===== config.mk =====
export PLATFORM = sky130hd
export DESIGN_NAME = clk_rst_seq
export DESIGN_NICKNAME = d
export VERILOG_FILES = /design/src/rtl/clk_rst_seq.sv
export SDC_FILE = /design/constraint.sdc
export NUM_CORES = 1
export LEC_CHECK = 0
export BUFFER_PORTS_ARGS = -buffer_cell sky130_fd_sc_hd__buf_2
export CORE_MARGIN = 1.5
export CORE_UTILIZATION = 35
export DETAILED_ROUTE_END_ITERATION = 8
export SYNTH_ARGS = -nofsm -noshare
export SYNTH_HDL_FRONTEND = slang
export SYNTH_SLANG_ARGS = --single-unit

===== constraint.sdc =====
create_clock -name clk -period 3.7 [get_ports clk]
set_input_delay 0.74 -clock clk [delete_from_list [all_inputs] [get_ports clk]]
set_output_delay 0.74 -clock clk [all_outputs]
set_load 0.02 [all_outputs]

===== src/rtl/clk_rst_seq.sv =====
// Reset sequencer (synchronise, stretch, release) driving NCH independent clock dividers.
// Each divider emits a one-cycle tick and a registered 50% clock of period 2*D.
`timescale 1ns/1ps
module clk_rst_seq #(
  parameter int NCH         = 2,
  parameter int DIV_W       = 16,
  parameter int SYNC_STAGES = 2,
  parameter int RST_CYCLES  = 16,
  parameter int DIV_RST     = 1
) (
  input  logic                 clk,
  input  logic                 resetn,
  input  logic [NCH*DIV_W-1:0] div_i,
  input  logic [NCH-1:0]       div_load_i,
  input  logic [NCH-1:0]       en_i,
  output logic [NCH-1:0]       tick_o,
  output logic [NCH-1:0]       clk_o,
  output logic                 rst_n_o,
  output logic                 ready_o
);

  typedef enum logic [1:0] {ST_RESET, ST_SYNC, ST_HOLD, ST_RUN} state_e;

  localparam int HOLD_W = $clog2(RST_CYCLES + 1);

  state_e                   state_q;
  logic [SYNC_STAGES-1:0]   sync_q;
  logic [HOLD_W-1:0]        hold_q;
  logic                     run_q;

  // Release sequence: edge 1 leaves RESET, edge SYNC_STAGES leaves SYNC,
  // RST_CYCLES edges later the design reset is released.
  always_ff @(posedge clk or negedge resetn) begin
    if (!resetn) begin
      state_q <= ST_RESET;
      sync_q  <= '0;
      hold_q  <= '0;
      run_q   <= 1'b0;
    end else begin
      // NOTE: sequential state uses non-blocking assignments so every register
      // samples pre-edge values regardless of statement order.
      sync_q <= {sync_q[SYNC_STAGES-2:0], 1'b1};
      case (state_q)
        ST_RESET: state_q <= ST_SYNC;
        ST_SYNC:  if (sync_q[SYNC_STAGES-2]) state_q <= ST_HOLD;
        ST_HOLD: begin
          if (sync_q[SYNC_STAGES-1]) begin
            if (hold_q == HOLD_W'(RST_CYCLES - 1)) begin
              state_q <= ST_RUN;
              run_q   <= 1'b1;
            end else begin
              hold_q <= hold_q + 1'b1;
            end
          end
        end
        default: ;
      endcase
    end
  end

  assign rst_n_o = run_q;
  assign ready_o = run_q;

  logic [DIV_W-1:0] cnt_q   [NCH];
  logic [DIV_W-1:0] act_q   [NCH];
  logic [DIV_W-1:0] shd_q   [NCH];
  logic [DIV_W-1:0] shd_d   [NCH];
  logic [DIV_W-1:0] eff_div [NCH];
  logic [NCH-1:0]   clk_q;
  logic [NCH-1:0]   run_en;
  logic [NCH-1:0]   tick;

  // A load on the terminal cycle bypasses the shadow so the new value governs
  // the very next period; a divisor of 0 runs as 1.
  always_comb begin
    // NOTE: every element is written on every pass, so no latch can be inferred.
    for (int k = 0; k < NCH; k++) begin
      shd_d[k]   = div_load_i[k] ? div_i[k*DIV_W +: DIV_W] : shd_q[k];
      eff_div[k] = (act_q[k] == '0) ? DIV_W'(1) : act_q[k];
      run_en[k]  = run_q & en_i[k];
      tick[k]    = run_en[k] & (cnt_q[k] == eff_div[k] - DIV_W'(1));
    end
  end

  always_ff @(posedge clk or negedge resetn) begin
    if (!resetn) begin
      // NOTE: these per-channel arrays are small register banks, not RAM, so
      // they take the asynchronous reset like any other flop.
      for (int k = 0; k < NCH; k++) begin
        cnt_q[k] <= '0;
        act_q[k] <= DIV_W'(DIV_RST);
        shd_q[k] <= DIV_W'(DIV_RST);
      end
      clk_q <= '0;
    end else begin
      for (int k = 0; k < NCH; k++) begin
        shd_q[k] <= shd_d[k];
        if (!run_en[k]) begin
          cnt_q[k] <= '0;
          clk_q[k] <= 1'b0;
          act_q[k] <= shd_d[k];
        end else if (tick[k]) begin
          cnt_q[k] <= '0;
          clk_q[k] <= ~clk_q[k];
          act_q[k] <= shd_d[k];
        end else begin
          cnt_q[k] <= cnt_q[k] + DIV_W'(1);
        end
      end
    end
  end

  assign tick_o = tick;
  assign clk_o  = clk_q;

endmodule


# == Yosys cells after proc, flatten, opt, wreduce, memory -nomap -nowiden ==
# Index checks and enable logic that the tools add are counted.
# totals
wordCells,61
regBits,108
out_inout_bits,6
inputBits,38
# classes
eq_ne,10
bitwise,7
n_reduce_logical,7
mux,20
addsub,5
# op_table
op,count
$mux 16,12
$add 16x1->16 const B,2
$eq 16x16->1,2
$logic_not 16->1,2
$sub 16x1->16 const B,2
$ne 2x2->1 const B,5
$mux 2,3
$pmux 2 s3,1
$reduce_and 3->1,2
$add 5x1->5 const B,1
$eq 5x4->1 const B,1
$and 1x1->1,4
$mux 1,4
$reduce_and 4->1,1
$not 1->1,3
$reduce_bool 3->1,1
$eq 2x1->1 const B,1
$eq 2x2->1 const B,1
$logic_not 2->1,1

# == Logic depth before layout (Yosys ltp) ==
# depth
word_depth,7
mapped_depth,14
ltp_nobuf,11

# == Worst setup path after synthesis ==
# OpenSTA, ideal clock, no wires.
# synth_path
path_type,register to output
startpoint,reg act_q[6] (netlist bit)
endpoint,out tick_o[1]
stages_incl_launch_ff,10
t_required_ps,2960
path_buffers,3
setup_slack_ps,-463
arrival_time_ps,3423
cell_sequence,dfrtp_1 -> clkbuf_1 -> nor4_1 -> and4_1 -> mux2_2 -> o32ai_1 -> buf_2 -> buf_2 -> nand2_1 -> nor4_1
# synth_between
elab_chain_len,5
# synth_lines
item,line,rtl
"start, declared",65,logic [DIV_W-1:0] act_q [NCH];
"start signal, assigned by index",91,act_q[k] <= DIV_W'(DIV_RST);
"start signal, assigned by index",101,act_q[k] <= shd_d[k];
"start signal, assigned by index",105,act_q[k] <= shd_d[k];
$logic_not 16->1,79,eff_div[k] = (act_q[k] == '0) ? DIV_W'(1) : act_q[k];
$mux 16 (*),79,
$sub 16x1->16 (*),81,tick[k] = run_en[k] & (cnt_q[k] == eff_div[k] - DIV_W'(1));
$eq 16x16->1 (*),81,
$and 1x1->1 (*),81,
"end, declared",16,"output logic [NCH-1:0] tick_o,"
# Every way passes the cells marked *; elsewhere a longest branch is shown, timed or not.

# == Worst setup path in the final report ==
# layout_path
startpoint,reg act_q[16] (netlist bit)
endpoint,out tick_o[0]
# The elaborated chain is that of the path after synthesis.

==> results.tsv <==
metric	value	unit
outcome	finished with violations	
violations	negative setup slack	
ys_seq_area_frac	0.437	
finalHoldViolCount	0	
synth_cells	623	
synth_area	6200	um^2
finalCritPeriodShare	1.11	
viasPerCell	5.15	
reg2regPathDepth	14	
synth.avg_cell_area	9.95	um^2
crit_fanout	9	
final_cell_mix	104 x dfrtp_1, 87 x nor2_1, 52 x buf_4	
crit_path_start_kind	register	
seqPwrFrac	0.443	
met3_usage	0.0309	
ios	44	
powerDensity	395	nW/um^2
place.gp.congestion	0.892	
gr-total-overflow	0	
critPathKind	reg2out	
drive_above_1_share	0.301	
final_common_cell	dfrtp_1	
pre_cts_slack	-87.2	ps
setup_viol	26	
synth_nets	671	
drv_cap	0	
drt_iter0_drc	261	
die-area	18500	um^2
relSlewSlack	0.559	
clk_latency	360	ps
grt_pass1_vias	5013	
coreArea	17300	um^2
busiest_layer	met2	
final_antenna_net_count	0	
rsz0062_at_grt	yes	
grt_max_degree	52	
async_flop_share	1.00	
track_usage	0.158	
clockPowerShare	0.360	
swShare	0.282	
whs	381	ps
maxSlewViolCount	0	
cts_root_buffer	clkbuf_16	
grtUsageMet2	0.294	
combPwrFrac	0.197	
initial_core_util	0.358	
avgRoutedWirePerCell	15.1	um
post-route-worst-setup-slack	-393	ps
vias	4848	
min_delay_path_depth	0	
grt_pass1_wl	23.5	mm
cts_max_level	3	
tightest_slew	661	ps
synthFlopType	dfrtp_1	
netlist_top_cells_area	dfrtp_1 42%, mux2_2 6.7%, nor2_1 5.4%	
worst_hold_path_type	reg2reg	
crit_path_end_kind	output port	
min_period	4090	ps
dr.pass1.iters	5	
arrival	3350	ps
yosys.area.top_type	dfrtp_1	
synth_seq_cells	108	
clockBufferDepth	2	
crit_required	2960	ps
vdd_drop_max	0.000250	V
dp_hpwl	10.1	mm
die_w	136	um
internal_power	0.00219	W
clk_pin_slew	80	ps
antenna_found_initial	1	
die_h	136	um
port_buffers	43	
p_sw	0.000862	W
use_met1	0.179	
synth_edf_count	0	
drcViolationCount	0	
fin_skew	9.38	ps
ys_types	64	
cts_tree	done	
area_delta_synth_final	24.5	%
cts_buffers	9	
leakage	3.29	nW
fin_nets	758	
synth.top_cell.area_share	0.420	
row_count	48	
max_freq	0.244	GHz
wl	14.2	mm
yosys_warnings	0	
clkSinkCount	108	
power by group through the flow:
stage / logic [W] / registers (W) / clock network, W
after global placement: 0.000534 / 0.00136 / 0
after CTS: 0.000574 / 0.00135 / 0.00113
after detailed placement: 0.000562 / 0.00137 / 0
final: 0.000601 / 0.00135 / 0.00110
after global routing: 0.000660 / 0.00137 / 0.00117
after floorplan: 0.000357 / 0.00137 / 0
metal layers:
metal  part of all wire  vias up
met5                  0        -
met4              0.014        0
met3              0.031       17
met2               0.54       77
met1               0.42     2426
li1                   -     2328
repair_timing:
item,4_1_cts,5_1_grt
buffers inserted,2,4
resized for setup,14,31
cloned,0,4
hold buffers,0,0
pin swaps,7,11
endpoints found under the setup margin,5,58
worst max-delay path: stages, from the launching register on:
cell and delay (ps):
dfstp_2 540, or4_4 140, nor3_4 50, a21oi_2 170, ha_2 210, nor3b_4 360, nand3b_1 170, o41ai_1 480
nand4_1 270, nor3_4 270, and3_4 220, buf_6 110
final timing paths:
path / startpoint / endpoint / slack (ps)
min: sync_q[0] / sync_q[1] / 380
max: act_q[16] / tick_o[0] / -390
max reg2reg: act_q[17] / act_q[29] / -210
max in group asynchronous: resetn / shd_q[0] / 2410
min in group asynchronous: resetn / cnt_q[9] / 410
min reg2reg: sync_q[0] / sync_q[1] / 380
registers in the layout (all words and copies together) (netlist names):
name	cells
hold_q	5
sync_q	2
state_q	2
act_q	32
shd_q	32
cnt_q	32
ready_o	1
clk_o	2
cells by family (layout without fill, tap and decap cells):
logic type / count (synthesis) / count (layout) / share of synthesized area
fa+ha+maj: 10 / 10 / 0.0202
other cells: 1 / 2 / 0.000605
buf+inv: 47 / 139 / 0.0349
flops: 108 / 108 / 0.437
compound gates: 51 / 51 / 0.0608
mux: 72 / 72 / 0.132
simple gates: 272 / 272 / 0.227
xor+xnor: 62 / 62 / 0.0876
synthesized netlist by cell type, drive strengths merged (2+ instances only):
cell type / instances
clkbuf: 18
nor2b: 2
o22ai: 2
buf: 12
a21oi: 9
xor2: 26
o32ai: 3
or3: 5
dfrtp: 104
ha: 10
o21ai: 7
nor4: 12
nand2: 36
o31ai: 4
a31o: 2
or4: 6
nor4b: 2
nand4: 7
nor3: 26
nand2b: 34
a31oi: 5
and3: 13
mux2: 50
mux2i: 22
xnor2: 36
and2: 4
nand3: 21
nor3b: 4
nor2: 89
dfstp: 4
and4: 2
a221oi: 2
inv: 17
o211ai: 4
nand3b: 3
area by class of cell:
cell class | count | area, um^2
multi-input combinational | 468 | 3510
tap | 225 | 282
clock buffer | 9 | 225
clock inverter | 7 | 116
antenna | 1 | 2.50
sequential | 108 | 2710
timing repair buffer | 106 | 811
inverter | 17 | 63.8
fill | 1645 | 9580
per-stage QoR:
stage / instance area [um^2] / total power, W / util / TNS, ps / instances
after detailed placement: 7040 / 0.00193 / 0.407 / -87.2 / 914
final: 7720 / 0.00305 / 0.446 / -3360 / 941
after CTS: 7450 / 0.00305 / 0.431 / -432 / 932
after floorplan: 6250 / 0.00173 / - / 0 / 623
after global placement: 7040 / 0.00190 / 0.407 / -20.1 / 914
after global routing: 7710 / 0.00320 / 0.446 / -7350 / 940
Power figures use the tool's default switching activity.
